--- config.mk ---
export PLATFORM = sky130hd
export DESIGN_NAME = aud_recorder
export DESIGN_NICKNAME = d
export VERILOG_FILES = /design/src/rtl/aud_recorder.sv
export SDC_FILE = /design/constraint.sdc
export NUM_CORES = 1
export LEC_CHECK = 0
export CAP_MARGIN = 30
export CORE_MARGIN = 8
export CORE_UTILIZATION = 25
export DETAILED_ROUTE_END_ITERATION = 10
export MAX_ROUTING_LAYER = met4
export PLACE_DENSITY = 0.46
export SYNTH_ARGS = -nofsm -noshare
export SYNTH_HDL_FRONTEND = slang
export SYNTH_SLANG_ARGS = --single-unit
--- constraint.sdc ---
create_clock -name i_bclk -period 2.9 [get_ports i_bclk]
set_input_delay 0.435 -clock i_bclk [delete_from_list [all_inputs] [get_ports i_bclk]]
set_output_delay 0.435 -clock i_bclk [all_outputs]
set_load 0.02 [all_outputs]
--- src/rtl/aud_recorder.sv ---
// aud_recorder: I2S ADC-side deserializer. Captures 16-bit MSB-first words
// from the codec ADC data line and presents each one to the SRAM write port
// with an incrementing address and a one-cycle write strobe.
//
// Build option: define AUD_REC_STEREO_EN to capture both slots (left at even,
// right at odd addresses). Without it only the left slot is recorded.
//
// state  | meaning
// -------+------------------------------------------------------------
// IDLE   | not recording; waiting for i_start
// WAIT   | armed; waiting for the slot edge that starts the next word
// SHIFT  | sampling the DATA_W data bits, MSB first
// WRITE  | word just strobed; count it, advance address, pick next state
// PAUSE  | address and length frozen until i_start
module aud_recorder #(
    parameter int ADDR_W   = 20,
    parameter int MAX_ADDR = 1048575,
    parameter int DATA_W   = 16
) (
    input  logic              i_bclk,
    input  logic              i_rst_n,
    input  logic              i_start,
    input  logic              i_pause,
    input  logic              i_stop,
    input  logic              i_adclrck,
    input  logic              i_adcdat,
    output logic [ADDR_W-1:0] o_address,
    output logic [DATA_W-1:0] o_data,
    output logic              o_valid,
    output logic [ADDR_W:0]   o_len,
    output logic              o_recording,
    output logic              o_done
);

    typedef enum logic [2:0] {
        S_IDLE,
        S_WAIT,
        S_SHIFT,
        S_WRITE,
        S_PAUSE
    } state_t;

    localparam int                CNT_W    = $clog2(DATA_W);
    localparam logic [ADDR_W-1:0] MAX_A    = ADDR_W'(MAX_ADDR);
    localparam logic [CNT_W-1:0]  LAST_BIT = CNT_W'(DATA_W - 1);

    state_t              state_q, state_d;
    logic                lrc_q;
    logic [DATA_W-2:0]   shift_q, shift_d;
    logic [CNT_W-1:0]    cnt_q, cnt_d;
    logic                pend_q, pend_d;
    logic [ADDR_W-1:0]   addr_q, addr_d;
    logic [DATA_W-1:0]   data_q, data_d;
    logic                valid_q, valid_d;
    logic [ADDR_W:0]     len_q, len_d;
    logic                done_q, done_d;

    logic                left_edge;
    logic                cap_edge;
    logic                pause_now_ok;
    logic                pause_at_write;

    // Left slot starts when LRCK falls; the edge cycle itself is the I2S one-bit delay.
    assign left_edge = lrc_q & ~i_adclrck;

`ifdef AUD_REC_STEREO_EN
    logic side_q, side_d;   // 0: next word is left, 1: next word is right
    logic right_edge;

    assign right_edge     = ~lrc_q & i_adclrck;
    assign cap_edge       = side_q ? right_edge : left_edge;
    // A pause may only land between pairs so left/right stay address-aligned.
    assign pause_now_ok   = ~side_q;
    assign pause_at_write = side_q;
`else
    assign cap_edge       = left_edge;
    assign pause_now_ok   = 1'b1;
    assign pause_at_write = 1'b1;
`endif

    // Next-state and datapath decisions; stop beats pause beats start.
    always_comb begin
        state_d = state_q;
        shift_d = shift_q;
        cnt_d   = cnt_q;
        pend_d  = pend_q;
        addr_d  = addr_q;
        data_d  = data_q;
        valid_d = 1'b0;
        len_d   = len_q;
        done_d  = 1'b0;
`ifdef AUD_REC_STEREO_EN
        side_d  = side_q;
`endif
        case (state_q)
            S_IDLE: begin
                if (i_start && !i_pause && !i_stop) begin
                    addr_d  = '0;
                    len_d   = '0;
                    pend_d  = 1'b0;
                    state_d = S_WAIT;
`ifdef AUD_REC_STEREO_EN
                    side_d  = 1'b0;
`endif
                end
            end
            S_WAIT: begin
                if (i_stop) begin
                    pend_d  = 1'b0;
                    done_d  = 1'b1;
                    state_d = S_IDLE;
                end else if (i_pause && pause_now_ok) begin
                    pend_d  = 1'b0;
                    state_d = S_PAUSE;
                end else begin
                    if (i_pause) begin
                        pend_d = 1'b1;
                    end
                    if (cap_edge) begin
                        cnt_d   = '0;
                        state_d = S_SHIFT;
                    end
                end
            end
            S_SHIFT: begin
                if (i_stop) begin
                    // Partial word is simply dropped; nothing was strobed yet.
                    pend_d  = 1'b0;
                    done_d  = 1'b1;
                    state_d = S_IDLE;
                end else begin
                    if (i_pause) begin
                        pend_d = 1'b1;
                    end
                    shift_d = {shift_q[DATA_W-3:0], i_adcdat};
                    cnt_d   = cnt_q + 1'b1;
                    if (cnt_q == LAST_BIT) begin
                        data_d  = {shift_q, i_adcdat};
                        valid_d = 1'b1;
                        state_d = S_WRITE;
                    end
                end
            end
            S_WRITE: begin
                // The word has already gone out on the strobe, so it always counts.
                len_d = len_q + 1'b1;
                if (i_stop || addr_q == MAX_A) begin
                    pend_d  = 1'b0;
                    done_d  = 1'b1;
                    state_d = S_IDLE;
                end else begin
                    addr_d = addr_q + 1'b1;
`ifdef AUD_REC_STEREO_EN
                    side_d = ~side_q;
`endif
                    if ((pend_q || i_pause) && pause_at_write) begin
                        pend_d  = 1'b0;
                        state_d = S_PAUSE;
                    end else begin
                        pend_d  = pend_q | i_pause;
                        state_d = S_WAIT;
                    end
                end
            end
            S_PAUSE: begin
                if (i_stop) begin
                    done_d  = 1'b1;
                    state_d = S_IDLE;
                end else if (i_start && !i_pause) begin
                    state_d = S_WAIT;
                end
            end
            default: begin
                state_d = S_IDLE;
            end
        endcase
    end

    // State and datapath registers; reset discards any partial word.
    always_ff @(posedge i_bclk or negedge i_rst_n) begin
        if (!i_rst_n) begin
            state_q <= S_IDLE;
            lrc_q   <= 1'b0;
            shift_q <= '0;
            cnt_q   <= '0;
            pend_q  <= 1'b0;
            addr_q  <= '0;
            data_q  <= '0;
            valid_q <= 1'b0;
            len_q   <= '0;
            done_q  <= 1'b0;
        end else begin
            state_q <= state_d;
            lrc_q   <= i_adclrck;
            shift_q <= shift_d;
            cnt_q   <= cnt_d;
            pend_q  <= pend_d;
            addr_q  <= addr_d;
            data_q  <= data_d;
            valid_q <= valid_d;
            len_q   <= len_d;
            done_q  <= done_d;
        end
    end

`ifdef AUD_REC_STEREO_EN
    // Slot tracker: recording always opens on a left word.
    always_ff @(posedge i_bclk or negedge i_rst_n) begin
        if (!i_rst_n) begin
            side_q <= 1'b0;
        end else begin
            side_q <= side_d;
        end
    end
`endif

    assign o_address   = addr_q;
    assign o_data      = data_q;
    assign o_valid     = valid_q;
    assign o_len       = len_q;
    assign o_done      = done_q;
    assign o_recording = (state_q == S_WAIT) || (state_q == S_SHIFT);

endmodule

==> summary.md <==
| Metric | Value |
|---|---|
| Number of global-route vias before repair | `3039` |
| Number of cells produced by synthesis | `~360` |
| Residual overflow from global routing | `0` |
| Post-route antenna net violation count | `0` |
| Standard-cell rows | `45` |
| Num ports | `67` |
| Setup repair after global routing missed its margin | `false` |
| Port Buffers | `66` |
| Floorplan die height | `141 um` |
| Number of max-capacitance violations reported | `0` |
| Reg2Reg Launch Point | `o_address[0]` |
| Part of the cycle the worst path needs | `86.7%` |
| Number of clock sinks seen by CTS | `83` |
| Final slew viol count | `0` |
| Primary flip-flop cell chosen by synthesis mapping | `sky130_fd_sc_hd__dfrtp_1` |
| Area Overhead vs Synth | `31.2%` |
| YS warnings | `0` |
| Largest net degree at the start of global routing | `43` |
| Root buffer cell | `sky130_fd_sc_hd__clkbuf_16` |
| Multi-input logic area | `between 1500 and 2000 um^2` |
| Slowest cell on the critical path | `sky130_fd_sc_hd__clkdlybuf4s50_1` |
| Clk Latency, worst-skew pair | `0.34 ns` |
| Total of hold buffers inserted after clock tree synthesis | `0` |
| Worst EP required | `2.47 ns` |
| Number of antenna violations at the first check in global routing | `0` |
| Register Area | `2080 um^2` |
| DRC violations left | `0` |
| Number of failing setup endpoints in the final timing report | `0` |
| Detailed-placement wirelength estimate | `6740 um` |
| CTS max path bufs | `2` |
| Power density cells | `500 nW/um^2` |
| Slew at the pin closest to its max-slew limit | `0.846 ns` |
| Clock tree from TritonCTS | `done` |
| Share of the core filled with cells | `33.5%` |
| CP startpoint kind | `register` |
| Sequential-to-total area share from yosys stat | `53.5%` |
| Total Routed Length | `9700 um` |
| Nets@finish | `436` |
| Post-synth top area share | `a little over half` |
| Category of the worst setup path capture point | `output pin` |
| Antenna diodes | `0` |
| Kind of path behind the tightest hold check | `primary input to asynchronous set/reset pin` |
| Synth area leader | `sky130_fd_sc_hd__dfrtp_1` |
| GRT Overall Usage | `10.5%` |
| Post-route total power | `0.00255 W` |
| Worst R2R End | `o_address[8]` |
| Arr. time, crit path | `around 2.1 ns` |
| Max stage delay on crit path | `~0.63 ns` |
| Worst-path fanout max | `15` |
| Ratio of cells with drive above 1 in the final layout | `15.1%` |
| Buffering stage count on the worst path with inverters included | `1` |
| Total negative slack | `0 ns` |
| R2R depth | `6` |
| First drt pass iteration count | `4` |
| Initial core utilization | `about a quarter` |
| H-Tree Depth | `3` |
| Chip width | `~140 um` |
| Setup repair bufs after CTS | `0` |
| Slew Limit Headroom | `43.6%` |
| RD Place Congestion | `0.753` |
| First-pass GRT wire length | `16100 um` |
| Min Tclk post-route | `2.51 ns` |
| Flop2flop setup slack | `roughly 0.50 ns` |
| Syn Std Cell Area | `3880 um^2` |
| Result of the run | `completed` |
| Worst clock skew on the final layout | `about 0.011 ns` |
| Number of library cell types mapped by synthesis | `46` |
| Wire per inst | `around 16 um` |
| Cells along the critical path | `nand2b_1, a21oi_1, clkdlybuf4s50_1` |
| First-iteration detailed-routing DRC count | `between 100 and 150` |
| Per-instance average area after synthesis | `10.8 um^2` |
| Highest Clock Rate | `398 MHz` |
| Kind of cell adding the most delay to the critical path | `buffers and inverters` |
| Synthesized net count | `between 300 and 400` |
| Clock input transition at the sequential cells of the worst setup and hold paths | `around 0.07 ns` |
| FILL cells | `about 1600` |
| Vias/cell | `4.73` |
| TritonCTS Buffers | `9` |
| Static Leak | `2.09 nW` |
| Vias | `2929` |
| Cells taking the most area after synthesis | `sky130_fd_sc_hd__dfrtp_1 (53%), sky130_fd_sc_hd__mux2_2 (9.3%), sky130_fd_sc_hd__xnor2_1 (4.3%)` |
| Type of the worst setup path | `register to output pin` |
| Fraction of registers with async set or reset after synthesis | `100%` |
| Max VDD drop | `0.000358 V` |
| EDFF count, synth | `0` |
| Number of instances resized during post-cts repair | `0` |
| Core footprint | `15200 um^2` |
| Hold violation count in the final report | `0` |
| Die Area | `19800 um^2` |
| Seq cells post-synth | `83` |
-- worst register-to-register path, stage by stage, from the launching register on --
cell,delay (ns)
sky130_fd_sc_hd__dfrtp_1,0.43
sky130_fd_sc_hd__ha_1,0.21
sky130_fd_sc_hd__nand3_1,0.21
sky130_fd_sc_hd__or4_1,0.76
sky130_fd_sc_hd__o21ai_2,0.42
sky130_fd_sc_hd__nor3_1,0.11
sky130_fd_sc_hd__mux2i_1,0.13
-- metrics by stage --
stage	hold WS (ns)	instances	worst slack, ns	area [um^2]
final	0.0848	619	0.386	5090
after global routing	0.122	619	0.245	5090
after CTS	0.0946	619	0.330	5090
after detailed placement	0.477	603	0.207	4790
after global placement	0.471	603	0.249	4790
after floorplan	0.139	358	0.687	3880
-- power by group --
| group | leakage, nW | switching, W | total, W | internal (W) |
|---|---|---|---|---|
| Sequential | 1.15 | 0.0000323 | 0.00122 | 0.00118 |
| Combinational | 0.803 | 0.0000857 | 0.000147 | 0.0000615 |
| Clock | 0.142 | 0.000488 | 0.00118 | 0.000697 |
-- area by class of cell --
cell class	count	share of cell area (%)
flip-flops and latches	83	40.8
multi-input cells	254	33.8
repair buffers	72	14.3
clock buffers	10	4.69
well taps	188	4.62
clock inverters	6	1.38
inverters	6	0.442
-- cells in the mapped netlist (2+ instances only) --
library cell	n
sky130_fd_sc_hd__dfrtp_1	83
sky130_fd_sc_hd__or3_1	7
sky130_fd_sc_hd__and4_1	3
sky130_fd_sc_hd__o21ai_0	16
sky130_fd_sc_hd__o32ai_1	2
sky130_fd_sc_hd__inv_1	6
sky130_fd_sc_hd__or2_2	3
sky130_fd_sc_hd__buf_2	5
sky130_fd_sc_hd__nor2_1	41
sky130_fd_sc_hd__o2111ai_1	2
sky130_fd_sc_hd__and3_1	2
sky130_fd_sc_hd__xor2_1	10
sky130_fd_sc_hd__a21oi_1	11
sky130_fd_sc_hd__a2111oi_1	3
sky130_fd_sc_hd__nand2b_1	2
sky130_fd_sc_hd__o211ai_1	5
sky130_fd_sc_hd__ha_1	3
sky130_fd_sc_hd__nand2_1	23
sky130_fd_sc_hd__or4_1	5
sky130_fd_sc_hd__nand3_1	15
sky130_fd_sc_hd__a21o_1	2
sky130_fd_sc_hd__nand4_1	10
sky130_fd_sc_hd__clkbuf_1	10
sky130_fd_sc_hd__mux2_2	32
sky130_fd_sc_hd__nor4b_1	2
sky130_fd_sc_hd__nor4_1	7
sky130_fd_sc_hd__and2_1	2
sky130_fd_sc_hd__nor3_1	9
sky130_fd_sc_hd__xnor2_1	19
sky130_fd_sc_hd__o31ai_1	2
-- cell families after synthesis --
kind of cell,count (synthesis),synth area share [%]
multiplexers,33,9.54
buffers and inverters,21,2.19
adder cells (fa/ha/maj),3,0.967
AO/OA/AOI/OAI,52,9.22
AND/OR/NAND/NOR,137,18.0
XOR/XNOR,29,6.54
flip-flops,83,53.5
-- per-layer routing --
metal / up-vias / routed length (um) / GRT usage [%]
met4: 0 / 154 / 4.02
li1: 1428 / - / -
met3: 10 / 520 / 3.61
met2: 62 / 4440 / 15.6
met1: 1429 / 4580 / 12.9
met5: - / 0 / -
-- how the worst max path moves through the flow --
stage / from / to / slack, ns / cells past startpoint
2_1_floorplan: i_stop / o_data[10] / 0.69 / 6
3_3_place_gp: i_pause / o_address[7] / 0.25 / 6
3_5_place_dp: i_pause / o_address[7] / 0.21 / 6
4_1_cts: state_q[0] / o_recording / 0.33 / 3
5_1_grt: state_q[0] / o_recording / 0.24 / 3
6_report: state_q[0] / o_recording / 0.39 / 3
-- cells in the final DEF (no fill, tap or decap), drive strengths merged, types with 2 or more instances in the layout --
cell           instances
nor2                  42
clkdlybuf4s50         65
xnor2                 19
xor2                  10
o31ai                  2
o21ai                 17
buf                    7
dfrtp                 83
clkinvlp               3
nand3                 15
o32ai                  2
nand2b                 2
or2                    3
ha                     3
nor4b                  2
mux2                  32
or4                    5
and3                   2
o2111ai                3
a2111oi                3
and2                   2
nor3                  10
a21o                   2
nand2                 23
a21oi                 12
o211ai                 5
nor4                   7
nand4                 10
inv                    8
or3                    7
and4                   3
clkbuf                10
-- state kept, by name (all words and copies together), names as in the netlist --
register   count
cnt_q          4
lrc_q          1
o_address     20
o_data        16
o_done         1
o_len         21
o_valid        1
pend_q         1
shift_q       15
state_q        3
Power figures use the tool's default switching activity.
